File: config.mk
export PLATFORM = sky130hd
export DESIGN_NAME = fir_mac_param
export DESIGN_NICKNAME = d
export VERILOG_FILES = /design/src/rtl/fir_mac_param.sv
export SDC_FILE = /design/constraint.sdc
export NUM_CORES = 1
export LEC_CHECK = 0
export ABC_AREA = 1
export BUFFER_PORTS_ARGS = -buffer_cell sky130_fd_sc_hd__clkbuf_2
export CORE_AREA = 4 4 134 168
export CTS_CLUSTER_SIZE = 8
export DETAILED_ROUTE_END_ITERATION = 10
export DIE_AREA = 0 0 138 172
export GPL_TIMING_DRIVEN = 0
export PLACE_DENSITY = 0.84
export SETUP_SLACK_MARGIN = 0.4
export SYNTH_ARGS = -nofsm -noshare
export SYNTH_HDL_FRONTEND = slang
export SYNTH_SLANG_ARGS = --single-unit
File: constraint.sdc
create_clock -name clk -period 6.5 [get_ports clk]
set_input_delay 1.3 -clock clk [delete_from_list [all_inputs] [get_ports clk]]
set_output_delay 1.3 -clock clk [all_outputs]
set_load 0.02 [all_outputs]
File: src/rtl/fir_mac_param.sv
// Signed time-multiplexed FIR filter with a single multiply-accumulate unit.
// It has run-time loadable coefficients, round-half-up saturating output and a bypass path.
module fir_mac_param #(
   parameter int DATA_W    = 8,
   parameter int COEF_W    = 8,
   parameter int TAPS      = 8,
   parameter int OUT_SHIFT = 6
) (
   input  logic                      clk,
   input  logic                      rst,
   input  logic                      in_valid,
   output logic                      in_ready,
   input  logic [DATA_W-1:0]         in_data,
   input  logic                      bypass,
   input  logic                      coef_we,
   input  logic [$clog2(TAPS)-1:0]   coef_addr,
   input  logic [COEF_W-1:0]         coef_data,
   output logic                      out_valid,
   output logic [DATA_W-1:0]         out_data,
   output logic                      sat_flag,
   output logic                      busy
);

   localparam int AW     = $clog2(TAPS);
   localparam int PROD_W = DATA_W + COEF_W;
   localparam int ACC_W  = PROD_W + AW;

   localparam logic [AW:0]           TAPS_N  = (AW+1)'(TAPS);
   localparam logic [AW-1:0]         LAST    = AW'(TAPS - 1);
   localparam logic [ACC_W:0]        HALF    = (ACC_W+1)'(1) << (OUT_SHIFT - 1);
   localparam logic signed [ACC_W:0] SAT_MAX = (ACC_W+1)'((1 << (DATA_W - 1)) - 1);
   localparam logic signed [ACC_W:0] SAT_MIN = ~SAT_MAX;
   localparam logic [COEF_W-1:0]     UNITY   = COEF_W'(1) << OUT_SHIFT;

   localparam logic [1:0] S_IDLE = 2'd0;
   localparam logic [1:0] S_MAC  = 2'd1;
   localparam logic [1:0] S_OUT  = 2'd2;
   localparam logic [1:0] S_BYP  = 2'd3;

   logic [1:0]               state;
   logic [DATA_W-1:0]        line [TAPS];
   logic [COEF_W-1:0]        coef [TAPS];
   logic [AW-1:0]            wptr;
   logic [AW-1:0]            k;
   logic [AW-1:0]            rd_idx;
   logic signed [ACC_W-1:0]  acc;
   logic signed [PROD_W-1:0] prod;
   logic signed [ACC_W:0]    rounded;
   logic [DATA_W-1:0]        result;
   logic                     clip;

   assign in_ready = (state == S_IDLE);
   assign busy     = (state != S_IDLE);

   // x[k] lives at (wptr - k) mod TAPS; handle wrap explicitly for non power-of-two lengths
   always_comb begin
      if (k <= wptr)
         rd_idx = wptr - k;
      else
         rd_idx = AW'({1'b0, wptr} + TAPS_N - {1'b0, k});
   end

   assign prod    = PROD_W'($signed(line[rd_idx])) * PROD_W'($signed(coef[k]));
   assign rounded = ($signed({acc[ACC_W-1], acc}) + $signed(HALF)) >>> OUT_SHIFT;

   always_comb begin
      clip   = 1'b0;
      result = rounded[DATA_W-1:0];
      if (rounded > SAT_MAX) begin
         clip   = 1'b1;
         result = SAT_MAX[DATA_W-1:0];
      end else if (rounded < SAT_MIN) begin
         clip   = 1'b1;
         result = SAT_MIN[DATA_W-1:0];
      end
   end

   // Bypass preloads the accumulator with the scaled sample so OUT reproduces it exactly
   always_ff @(posedge clk) begin
      if (rst) begin
         state     <= S_IDLE;
         out_valid <= 1'b0;
         out_data  <= '0;
         sat_flag  <= 1'b0;
         wptr      <= '0;
         k         <= '0;
         acc       <= '0;
         for (int i = 0; i < TAPS; i++) begin
            line[i] <= '0;
            coef[i] <= (i == 0) ? UNITY : '0;
         end
      end else begin
         out_valid <= 1'b0;
         if (state == S_IDLE && coef_we && ({1'b0, coef_addr} < TAPS_N))
            coef[coef_addr] <= coef_data;
         case (state)
            S_IDLE: begin
               if (in_valid) begin
                  line[wptr] <= in_data;
                  k          <= '0;
                  if (bypass) begin
                     acc   <= {{(ACC_W-DATA_W){in_data[DATA_W-1]}}, in_data} <<< OUT_SHIFT;
                     state <= S_BYP;
                  end else begin
                     acc   <= '0;
                     state <= S_MAC;
                  end
               end
            end
            S_MAC: begin
               acc <= acc + ACC_W'(prod);
               k   <= (k == LAST) ? '0 : k + 1'b1;
               if (k == LAST)
                  state <= S_OUT;
            end
            S_BYP: state <= S_OUT;
            S_OUT: begin
               out_data  <= result;
               sat_flag  <= clip;
               out_valid <= 1'b1;
               wptr      <= (wptr == LAST) ? '0 : wptr + 1'b1;
               state     <= S_IDLE;
            end
            default: state <= S_IDLE;
         endcase
      end
   end

endmodule

[Yosys cells after proc, flatten, opt, wreduce, memory -nomap -nowiden]
Memories as Yosys holds them, arrays and structs flattened. A register that Yosys moved wholly into a read port is not among the register bits.
Index checks and enable logic that the tools add are counted.
Operators by class
  reductions and logical operators: 8
  $lt $le $gt $ge: 3
  $add $sub $neg: 7
  equal/unequal tests: 7
  multiplexer cells: 34
  shifts and indexed selects: 0
  divide/modulo/power cells: 0
  bitwise operators: 0
  $mul: 1
Operator list (number)
  19-bit 2-to-1 mux: 2
  19-bit case mux with 2 select lines: 1
  8-bit 2-to-1 mux: 4
  3-bit 2-to-1 mux: 8
  19-bit by 7-bit adder with 20-bit output, second input constant: 1
  19-bit by 16-bit adder with 19-bit output: 1
  8-bit by 8-bit multiplier with 16-bit output: 1
  8-bit OR reduction: 2
  14-bit by 8-bit greater-than comparator with 1-bit output, second input constant: 1
  14-bit by 8-bit less-than comparator with 1-bit output, second input constant: 1
  1-bit 2-to-1 mux: 14
  3-bit by 1-bit adder with 3-bit output, second input constant: 3
  2-bit case mux with 4 select lines: 1
  3-bit == test, second input constant: 2
  2-bit 2-to-1 mux: 3
  3-bit case mux with 2 select lines: 1
  3-bit subtractor: 2
  2-bit == test, second input constant: 2
  2-bit != test, second input constant: 2
  2-bit AND reduction: 2
  2-bit nonzero test: 2
  3-bit <= comparator: 1
  2-bit by 1-bit == test with 1-bit output, second input constant: 1
  2-bit logical NOT: 1
  1-bit logical AND: 1
Word-level totals
  bits in latches: 0
  memories: 2
  logic and storage cells: 69
  bits in read-only memories: 0
  bits in registers: 37
  output and inout bits: 12
  memory bits (writable): 128
  input bits: 24
Memory list
  coef: depth 8, width 8, rd ports 1, clocked after Yosys merged registers in 1, write ports 8, line 42  | logic [COEF_W-1:0] coef [TAPS];
  line: depth 8, width 8, rd ports 1, clocked after Yosys merged registers in 0, write ports 8, line 41  | logic [DATA_W-1:0] line [TAPS];

[Logic depth before layout (Yosys ltp)]
Gate-level depths: netlist of the first run.
  word-level depth: 7
  depth in mapped cells: 33
  depth with buffers taken out: 32

[Worst setup path before layout of the first run]
Ideal clock, no wire load.
  path kind: flip-flop to flip-flop
  start point: register wptr[0]
  end point: register acc[13]
  clock period less this slack: 6.075 ns
  required time: 6.430 ns
  arrival: 6.005 ns
  cell stages (with the launch flop): 27
  buffers on the path: 0
  library setup time: 0.070 ns
  path slack: 0.425 ns
  cell sequence: dfxtp_1 > inv_1 > ha_1 > inv_1 > fa_1 > inv_1 > a21oi_1 > o21ai_0 > o21ai_0 > nand2_1 > nand2_4 > nor2_1 > fa_1 > fa_1 > fa_1 > inv_1 > fa_1 > inv_1 > ha_1 > ha_1 > nand2_1 > nor2_1 > nand3_1 > nand3_1 > xor2_1 > nand2_1 > a21oi_1
Between the ends
  cells in the longest elaborated chain, start to end: 7
  elaborated cells between the ends (all ways): 9
  those cells by class: add/sub: 4; mul: 1; order compare: 1; mux: 2; memory: 1
RTL lines
  start: declaration: line 43  | logic [AW-1:0] wptr;
  start signal: assignment: line 121  | wptr <= (wptr == LAST) ? '0 : wptr + 1'b1;
  3-bit by 1-bit adder with 3-bit output: line 60  | rd_idx = AW'({1'b0, wptr} + TAPS_N - {1'b0, k});
  3-bit subtractor: line 60
  3-bit 2-to-1 mux (*): line 57  | if (k <= wptr)
  memory 8 x 8 bit (*)
  8-bit by 8-bit multiplier with 16-bit output (*): line 63  | assign prod = PROD_W'($signed(line[rd_idx])) * PROD_W'($signed(coef[k]));
  19-bit by 16-bit adder with 19-bit output (*): line 111  | acc <= acc + ACC_W'(prod);
  19-bit case mux with 2 select lines (*): line 96  | case (state)
  end signal: assignment: line 102  | acc <= {{(ACC_W-DATA_W){in_data[DATA_W-1]}}, in_data} <<< OUT_SHIFT;
  end signal: assignment: line 111
  end: declaration: line 46  | logic signed [ACC_W-1:0] acc;
Every way passes the cells marked *; elsewhere a longest branch is shown, timed or not.
A chain may end at the register's enable or synchronous reset.

[Worst setup path in the final report of the first run]
  start point: register wptr[0]
  end point: register acc[14]
The elaborated chain is that of the path after synthesis.

==> run metrics, run 1 <==
outcome completed; Worst slew margin 0.538; Clock Skews between 0.007 and 0.008 ns; # fillers about 1.6k; # diodes 0; cell at the slowest stage of the critical path fa_2; Placed Cells approximately 1.6k; Num CTS Buffers 17; Multi-input gate area between 6000 and 7000 um2; Reg area approximately 4600 um2; DRC viols 0; vias 9315; final wirelength roughly 30000 um; Post-Syn Area per Cell 8.96 um2; First-pass DRT Iterations 6; row count 59; Worst Path Max Fanout 8; Finished Layout Cells around 1.6k; Post-Route M1 WL between 10000 and 15000 um; Hold Path Sink acc[1]; FMAX 0.165 GHz; RSZ-0062 raised after global routing yes; Top Metal Used met4; Routed Antenna Nets 0; TNS Setup 0 ns; largest net degree at the start of global routing 17; fin. max-slew vios 0; final core area utilization 0.636; Slew @ Worst Pin roughly 0.69 ns; HP Start acc[1]; met2 routed WL between 10000 and 15000 um; number of library cell types mapped by synthesis 38; Routed WL per cell 18.4 um; Port-buffer cells 35; first-pass GRT wire length about 46000 um; layout cell share with drive strength beyond 1 0.192; effective utilization at floorplan 0.543; die height between 150 and 200 um; Syn. warnings 0; DR WL met3 around 2200 um; overall global routing resource usage 0.243; max-cap violations 0; Layout Nets 1503; Reg2Reg Setup Slack about 0.46 ns; synth-to-layout area growth 17.2%; Setup-failing EPs final 0; clk_lat worst skew 0.43 ns; dpl ws -0.581 ns; Post-CTS Hold Buffers 0; critical path launch point wptr[0]; Reg-to-Reg End acc[14]; Post-Syn Nets approximately 1.4k; vias in the first global route 9237; Startpoint Class flop; HP Class flop to flop; die footprint roughly 24000 um2; Critical R2R Launch wptr[0]; post-layout min period 6.04 ns; crit path kind flop to flop; vias per cell 5.71; clk slew on worst S/H paths 0.06 ns; number of H-tree levels 4; critical path data arrival time about 6.4 ns; Worst Hold Path Cells 2; Sink Count roughly 170; Final Hold Violating Endpoints 0; fin crit share 0.930; Syn Inst Count 1260; Final GP Congestion 0.959; Root Buffer clkbuf_16; initial antenna violation count 0; slowest stage delay, CP around 0.6 ns; Worst R2R Path Depth 29; register area share after synthesis 0.411; DP HPWL between 20000 and 25000 um; Mapped Area 11300 um2; Iteration-0 DRC Markers 1114; I/O Pins 36; crit end category flop; core footprint between 20000 and 25000 um2; DIE WIDTH around 140 um; Final WS setup roughly 0.46 ns; GRT overflow 0; CTS tree done; #FFs+latches synth 168; Worst EP required approximately 6.9 ns; Bufs on Longest Clock Path 2
[worst max path at each step]
stage                          to  slack [ns]  cells past startpoint
after floorplan           acc[13]        0.43                     26
after global placement    acc[13]       -0.47                     26
after detailed placement  acc[13]       -0.58                     26
after CTS                 acc[13]        0.34                     28
after global routing      acc[14]        0.23                     31
final                     acc[14]        0.46                     29
[per-stage QoR]
step | hold WS (ns) | instance area, um2
after global placement | 0.449 | 11800
after detailed placement | 0.457 | 11800
after floorplan | 0.441 | 11300
after CTS | 0.466 | 12600
final | 0.469 | 13200
after global routing | 0.490 | 13200
[Yosys cell counts, drive strengths merged]
master / count / share of area
a21o: 1 / 0.00066
a31oi: 1 / 0.00055
inv: 193 / 0.064
o21bai: 1 / 0.00066
nand2: 249 / 0.085
buf: 14 / 0.0062
ha: 49 / 0.054
nand3b: 3 / 0.0020
nor3: 2 / 0.00089
a22oi: 1 / 0.00066
nor2: 230 / 0.079
o21ai: 64 / 0.029
a21oi: 81 / 0.036
o21a: 3 / 0.0020
edfxtp: 128 / 0.34
xor2: 14 / 0.011
dfxtp: 40 / 0.071
nand4: 4 / 0.0022
clkinv: 1 / 0.00033
a32o: 14 / 0.012
mux2: 16 / 0.016
xnor2: 7 / 0.0078
clkbuf: 13 / 0.0044
a221oi: 2 / 0.0016
nand3: 41 / 0.018
o22ai: 2 / 0.0011
fa: 86 / 0.15
[what timing repair did]
| action | CTS | global route |
|---|---|---|
| pin swaps | 14 | 45 |
| setup endpoints to repair | 13 | 13 |
| gates resized for setup | 39 | 138 |
| buffers inserted | 12 | 17 |
| cloned | 0 | 1 |
[state kept, by name, summed over array words and instances, names as in the netlist, named ones only]
name and count:
acc 19, coef 64, k 3, line 64, out_data 8, out_valid 1, sat_flag 1, state 2
wptr 3
[cell families after synthesis]
kind of cell / synth area share
and+or+nand+nor: 0.188
buffers and inverters: 0.0751
AOI/OAI and AO/OA: 0.0845
DFF: 0.411
adders and majority gates: 0.207
xor gates and xnor gates: 0.0186
muxes: 0.0160
[layout by cell type (no fill, tap or decap), types with 20 or more instances in the layout]
cell type	netlist	layout
a21oi_1	80	54
a21oi_2	1	22
buf_4	0	27
clkbuf_2	1	36
dfxtp_1	40	38
edfxtp_1	128	128
fa_1	86	78
ha_1	49	33
inv_1	183	176
nand2_1	239	220
nand2_2	9	20
nand3_1	41	33
nor2_1	221	208
o21ai_0	61	28
o21ai_1	2	31
[area by class of cell]
cell class,instances,share of cell area
plain buffers,27,0.0103
clock buffers,20,0.0330
clock inverters,11,0.00993
inverters,194,0.0558
multi-input cells,871,0.480
flip-flops and latches,168,0.351
well taps,274,0.0259
repair buffers,65,0.0338
[layer usage]
layer  vias up  GRT usage
li1       4218          -
met1      4438      0.294
met2       527      0.416
met3       132     0.0429
met4         0      0.137
met5         -          0
[worst max-delay path: cells and delay by family (launching register included)]
kind            cells  cell delay, ns
compound gates      4            0.46
fa+ha+maj           8            3.45
simple gates        8            0.87
flops               1            0.36
xor+xnor            1            0.15
buf+inv             8            0.66
Power of run 1 is not shown: default switching activity piles up to over one toggle a cycle in this logic, so the estimate is an artifact.
==> run 2, diff against run 1 <==
--- a/config.mk
+++ b/config.mk
@@ -7,10 +7,10 @@
 export LEC_CHECK = 0
 export ABC_AREA = 1
 export BUFFER_PORTS_ARGS = -buffer_cell sky130_fd_sc_hd__clkbuf_2
-export CORE_AREA = 4 4 134 168
+export CORE_AREA = 5 5 135 169
 export CTS_CLUSTER_SIZE = 8
 export DETAILED_ROUTE_END_ITERATION = 10
-export DIE_AREA = 0 0 138 172
+export DIE_AREA = 0 0 140 174
 export GPL_TIMING_DRIVEN = 0
 export PLACE_DENSITY = 0.84
 export SETUP_SLACK_MARGIN = 0.4
==> constraint.sdc (replaced) <==
create_clock -name clk -period 6.5 [get_ports clk]
set_input_delay 0.975 -clock clk [delete_from_list [all_inputs] [get_ports clk]]
set_output_delay 0.975 -clock clk [all_outputs]
set_load 0.02 [all_outputs]
==> run metrics, run 2 (synthesis results as in run 1) <==
TNS Setup 0 ns (unchanged); Post-DP Area 11800 um2 (+0.12%); row count 60 (+1.7%); largest net degree at the start of global routing 17 (unchanged); GRT overflow 0 (unchanged); final core area utilization 0.624 (-0.0112); vias in the first global route 9116 (-1.3%); most frequent cells in the layout 223 x nand2_1, 211 x nor2_1, 177 x inv_1, 128 x edfxtp_1, 79 x fa_1; Clock Skews 0.00864 ns (+0.00111 ns); Final WS setup 0.285 ns (-0.173 ns); crit path kind flop to flop; First-pass DRT Iterations 8 (+2); synth-to-layout area growth 17.0%; fin. max-slew vios 0 (unchanged); Worst R2R Path Depth 27 (-6.9%); vias per cell 5.69 (-0.48%); CTS tree done; most common cell after layout, fill and taps aside nand2_1; Setup-failing EPs final 0 (unchanged); HP Start acc[2]; Port-buffer cells 35 (unchanged); DP HPWL 21200 um (-0.11%); vias 9293 (-0.24%); FMAX 0.161 GHz (-2.8%); Num CTS Buffers 17 (unchanged); RSZ-0062 raised after global routing yes; cell area after layout 13200 um2 (-0.10%); Root Buffer clkbuf_16; DRC viols 0 (unchanged); max-cap violations 0 (unchanged); Layout Nets 1501 (-0.13%); final wirelength 29800 um (-0.66%); effective utilization at floorplan 0.534 (-0.00904); Final Hold Violating Endpoints 0 (unchanged); Critical R2R Launch wptr[0]; Final GP Congestion 0.978 (+2.0%); die height 174 um (+1.2%); Startpoint Class flop; core footprint 21200 um2 (+1.7%); fin crit share 0.956 (+0.0266); met2 routed WL 15100 um (+2.0%); initial antenna violation count 0 (unchanged); HP Class flop to flop; Top Registers coef (64), line (64), acc (19); # diodes 0 (unchanged); Top Metal Used met4; critical path launch point wptr[0]; outcome completed; number of H-tree levels 4 (unchanged); Bufs on Longest Clock Path 2 (unchanged); overall global routing resource usage 0.236 (-0.00711); Worst Hold Path Cells 2 (unchanged); Worst EP required 6.86 ns (about the same); Sink Count 168 (unchanged); Worst slew margin 0.474 (-0.0639); crit end category flop; Routed Antenna Nets 0 (unchanged); critical path data arrival time 6.57 ns (+0.17 ns); DIE WIDTH 140 um (+1.4%); Slew @ Worst Pin 0.789 ns (+0.0959 ns); Post-Route M1 WL 10800 um (-3.3%); clk slew on worst S/H paths 0.07 ns (about the same); # fillers 1619 (+4.2%); DR WL met3 2380 um (+7.4%); clk_lat worst skew 0.44 ns (about the same); Routed WL per cell 18.2 um (-0.91%); Iteration-0 DRC Markers 1026 (-7.9%); I/O Pins 36 (unchanged); layout cell share with drive strength beyond 1 0.186 (-0.00650); post-layout min period 6.22 ns (+0.173 ns); die footprint 24400 um2 (+2.6%); Worst Path Max Fanout 8 (unchanged); first-pass GRT wire length 45400 um (-1.7%); dpl ws -0.289 ns (+0.292 ns)
[run 2: critical path: stages, from the launching register on]
cell,delay (ns)
dfxtp_4,0.36
inv_4,0.07
ha_4,0.13
inv_2,0.03
fa_2,0.62
clkinv_4,0.13
buf_8,0.15
a21oi_1,0.11
o21ai_1,0.10
o21ai_1,0.16
nand2_1,0.14
nand2_4,0.11
buf_4,0.13
nor2_1,0.06
fa_1,0.49
fa_1,0.53
fa_1,0.54
fa_1,0.49
ha_1,0.34
ha_2,0.41
nand2_1,0.13
nor2_2,0.14
buf_4,0.11
nand3_1,0.08
nand2_2,0.09
xor2_1,0.20
nand2_1,0.09
a21oi_1,0.19
[run 2: final cells by class]
cell class / instances / area, um2 / share of cell area
Sequential cell: 168 / 4650 / 0.352
Multi-Input combinational cell: 871 / 6340 / 0.480
Inverter: 194 / 743 / 0.0562
Clock inverter: 14 / 133 / 0.0100
Buffer: 27 / 136 / 0.0103
Tap cell: 279 / 349 / 0.0264
Timing Repair Buffer: 63 / 435 / 0.0329
Clock buffer: 18 / 429 / 0.0325
[run 2: routing by layer]
layer / up-vias / GRT usage
li1: 4225 / -
met1: 4454 / 0.286
met2: 508 / 0.403
met3: 106 / 0.0413
met4: 0 / 0.123
met5: - / 0
[run 2: repair_timing]
action,CTS,global route
setup endpoints to repair,13,13
gates resized for setup,45,120
pin swaps,18,38
hold buffers,0,0
setup buffers,8,18
cloned,0,1
[run 2: through the flow]
step | hold WS (ns) | instances
2_1_floorplan | 0.441 | 1260
3_3_place_gp | 0.449 | 1574
3_5_place_dp | 0.456 | 1575
4_1_cts | 0.465 | 1615
5_1_grt | 0.482 | 1634
6_report | 0.465 | 1634
[run 2: path summary, 6_finish.rpt]
path	slack [ns]	to
hold reg to reg	0.47	acc[2]
hold / removal	0.47	acc[2]
setup / recovery	0.28	acc[14]
setup reg to reg	0.28	acc[14]
Power of run 2 is left out for the same reason.
==> run 3, diff against run 2 <==
==> constraint.sdc (replaced) <==
create_clock -name clk -period 5.35 [get_ports clk]
set_input_delay 0.8025 -clock clk [delete_from_list [all_inputs] [get_ports clk]]
set_output_delay 0.8025 -clock clk [all_outputs]
set_load 0.02 [all_outputs]
==> run metrics, run 3 (synthesis results as in run 1) <==
die footprint 24400 um2 (unchanged); Startpoint Class flop; row count 60 (unchanged); First-pass DRT Iterations 6 (-2); FMAX 0.169 GHz (+5.2%); GRT overflow 0 (unchanged); effective utilization at floorplan 0.534 (unchanged); Sink Count 168 (unchanged); Routed Antenna Nets 0 (unchanged); vias per cell 5.72 (+0.54%); critical path data arrival time 6.27 ns (-0.30 ns); max-cap violations 0 (unchanged); # diodes 0 (unchanged); Bufs on Longest Clock Path 2 (unchanged); Iteration-0 DRC Markers 961 (-6.3%); core footprint 21200 um2 (unchanged); CTS tree done; Routed WL per cell 18.7 um (+2.4%); DRC viols 0 (unchanged); Worst EP required 5.71 ns (-1.15 ns); vias 9452 (+1.7%); Layout Nets 1520 (+1.3%); Port-buffer cells 35 (unchanged); most common cell after layout, fill and taps aside nand2_1; post-layout min period 5.91 ns (-0.305 ns); Final Hold Violating Endpoints 0 (unchanged); overall global routing resource usage 0.250 (+0.0137); crit end category flop; outcome finished, violations left; failing checks setup timing; largest net degree at the start of global routing 17 (unchanged); Final WS setup -0.560 ns (-0.845 ns); fin crit share 1.10 (+0.148); Slew @ Worst Pin 0.643 ns (-0.146 ns); most frequent cells in the layout 208 x nand2_1, 206 x nor2_1, 167 x inv_1, 128 x edfxtp_1, 75 x fa_1; clk slew on worst S/H paths 0.06 ns (about the same); RSZ-0062 raised after global routing yes; Top Registers coef (64), line (64), acc (19); I/O Pins 36 (unchanged); Setup-failing EPs final 13 (+13); dpl ws -0.747 ns (-0.458 ns); DP HPWL 21600 um (+2.1%); initial antenna violation count 0 (unchanged); final wirelength 30900 um (+3.6%); HP Class flop to flop; Post-CTS Hold Buffers 0 (unchanged); Final GP Congestion 1.01 (+3.7%); number of H-tree levels 4 (unchanged); Clock Skews 0.00692 ns (-0.00172 ns); synth-to-layout area growth 23.0%; Worst Hold Path Cells 2 (unchanged); clk_lat worst skew 0.43 ns (about the same); DIE WIDTH 140 um (unchanged); Num CTS Buffers 17 (unchanged); die height 174 um (unchanged); TNS Setup -5.94 ns (-5.94 ns); Root Buffer clkbuf_16; Worst slew margin 0.572 (+0.0972); fin. max-slew vios 0 (unchanged); Worst R2R Path Depth 27 (unchanged); crit path kind flop to flop; Worst Path Max Fanout 7 (-1); vias in the first global route 9505 (+4.3%); first-pass GRT wire length 48300 um (+6.3%); layout cell share with drive strength beyond 1 0.253 (+0.0666)
[run 3: layer usage]
layer | routed length (um) | global-route usage | up-vias | part of all wire
met1 | 11000 | 0.303 | 4531 | 0.36
li1 | - | - | 4256 | -
met3 | 2420 | 0.0418 | 141 | 0.078
met2 | 15500 | 0.424 | 524 | 0.50
met5 | 0 | 0 | - | 0
met4 | 1970 | 0.138 | 0 | 0.064
[run 3: critical path, stage by stage (launching register included)]
cell	delay (ns)
dfxtp_2	0.32
inv_2	0.07
ha_4	0.12
inv_2	0.03
fa_2	0.61
clkinv_4	0.13
a21oi_2	0.12
o21ai_1	0.09
o21ai_1	0.11
nand2_2	0.11
nand2_8	0.14
buf_6	0.12
nor2_4	0.05
fa_1	0.57
inv_2	0.05
fa_2	0.51
buf_4	0.17
fa_1	0.53
inv_1	0.05
fa_1	0.48
ha_4	0.27
ha_4	0.27
a21oi_2	0.20
o21a_1	0.17
nand3_2	0.10
a21oi_1	0.16
o21ai_1	0.12
a21oi_1	0.16
[run 3: final timing paths]
kind | start | end | slack (ns)
max | wptr[0] | acc[16] | -0.56
max reg2reg | wptr[0] | acc[16] | -0.56
min | acc[3] | acc[3] | 0.48
min reg2reg | acc[3] | acc[3] | 0.48
[run 3: per-stage QoR]
stage	utilization	instances	hold WS [ns]	instance area, um2
finish	0.656	1653	0.476	13900
global route	0.656	1653	0.494	13900
CTS	0.635	1642	0.461	13500
detailed placement	0.571	1574	0.452	12100
global placement	0.571	1574	0.449	12100
floorplan	-	1260	0.441	11600
[run 3: timing repair]
action | CTS | global route
endpoints found under the setup margin | 15 | 14
endpoints found under the hold margin | 0 | 0
pin swaps | 73 | 59
gates resized for setup | 125 | 91
buffers inserted | 34 | 11
gates cloned | 2 | 0
[run 3: layout make-up]
| type | instances | area (um2) |
|---|---|---|
| Buffer | 27 | 138 |
| Sequential cell | 168 | 4650 |
| Tap cell | 279 | 349 |
| Fill cell | 1554 | 7280 |
| Multi-Input combinational cell | 872 | 6810 |
| Clock inverter | 9 | 124 |
| Clock buffer | 23 | 468 |
| Inverter | 194 | 743 |
| Timing Repair Buffer | 81 | 611 |
Power of run 3 is left out for the same reason.
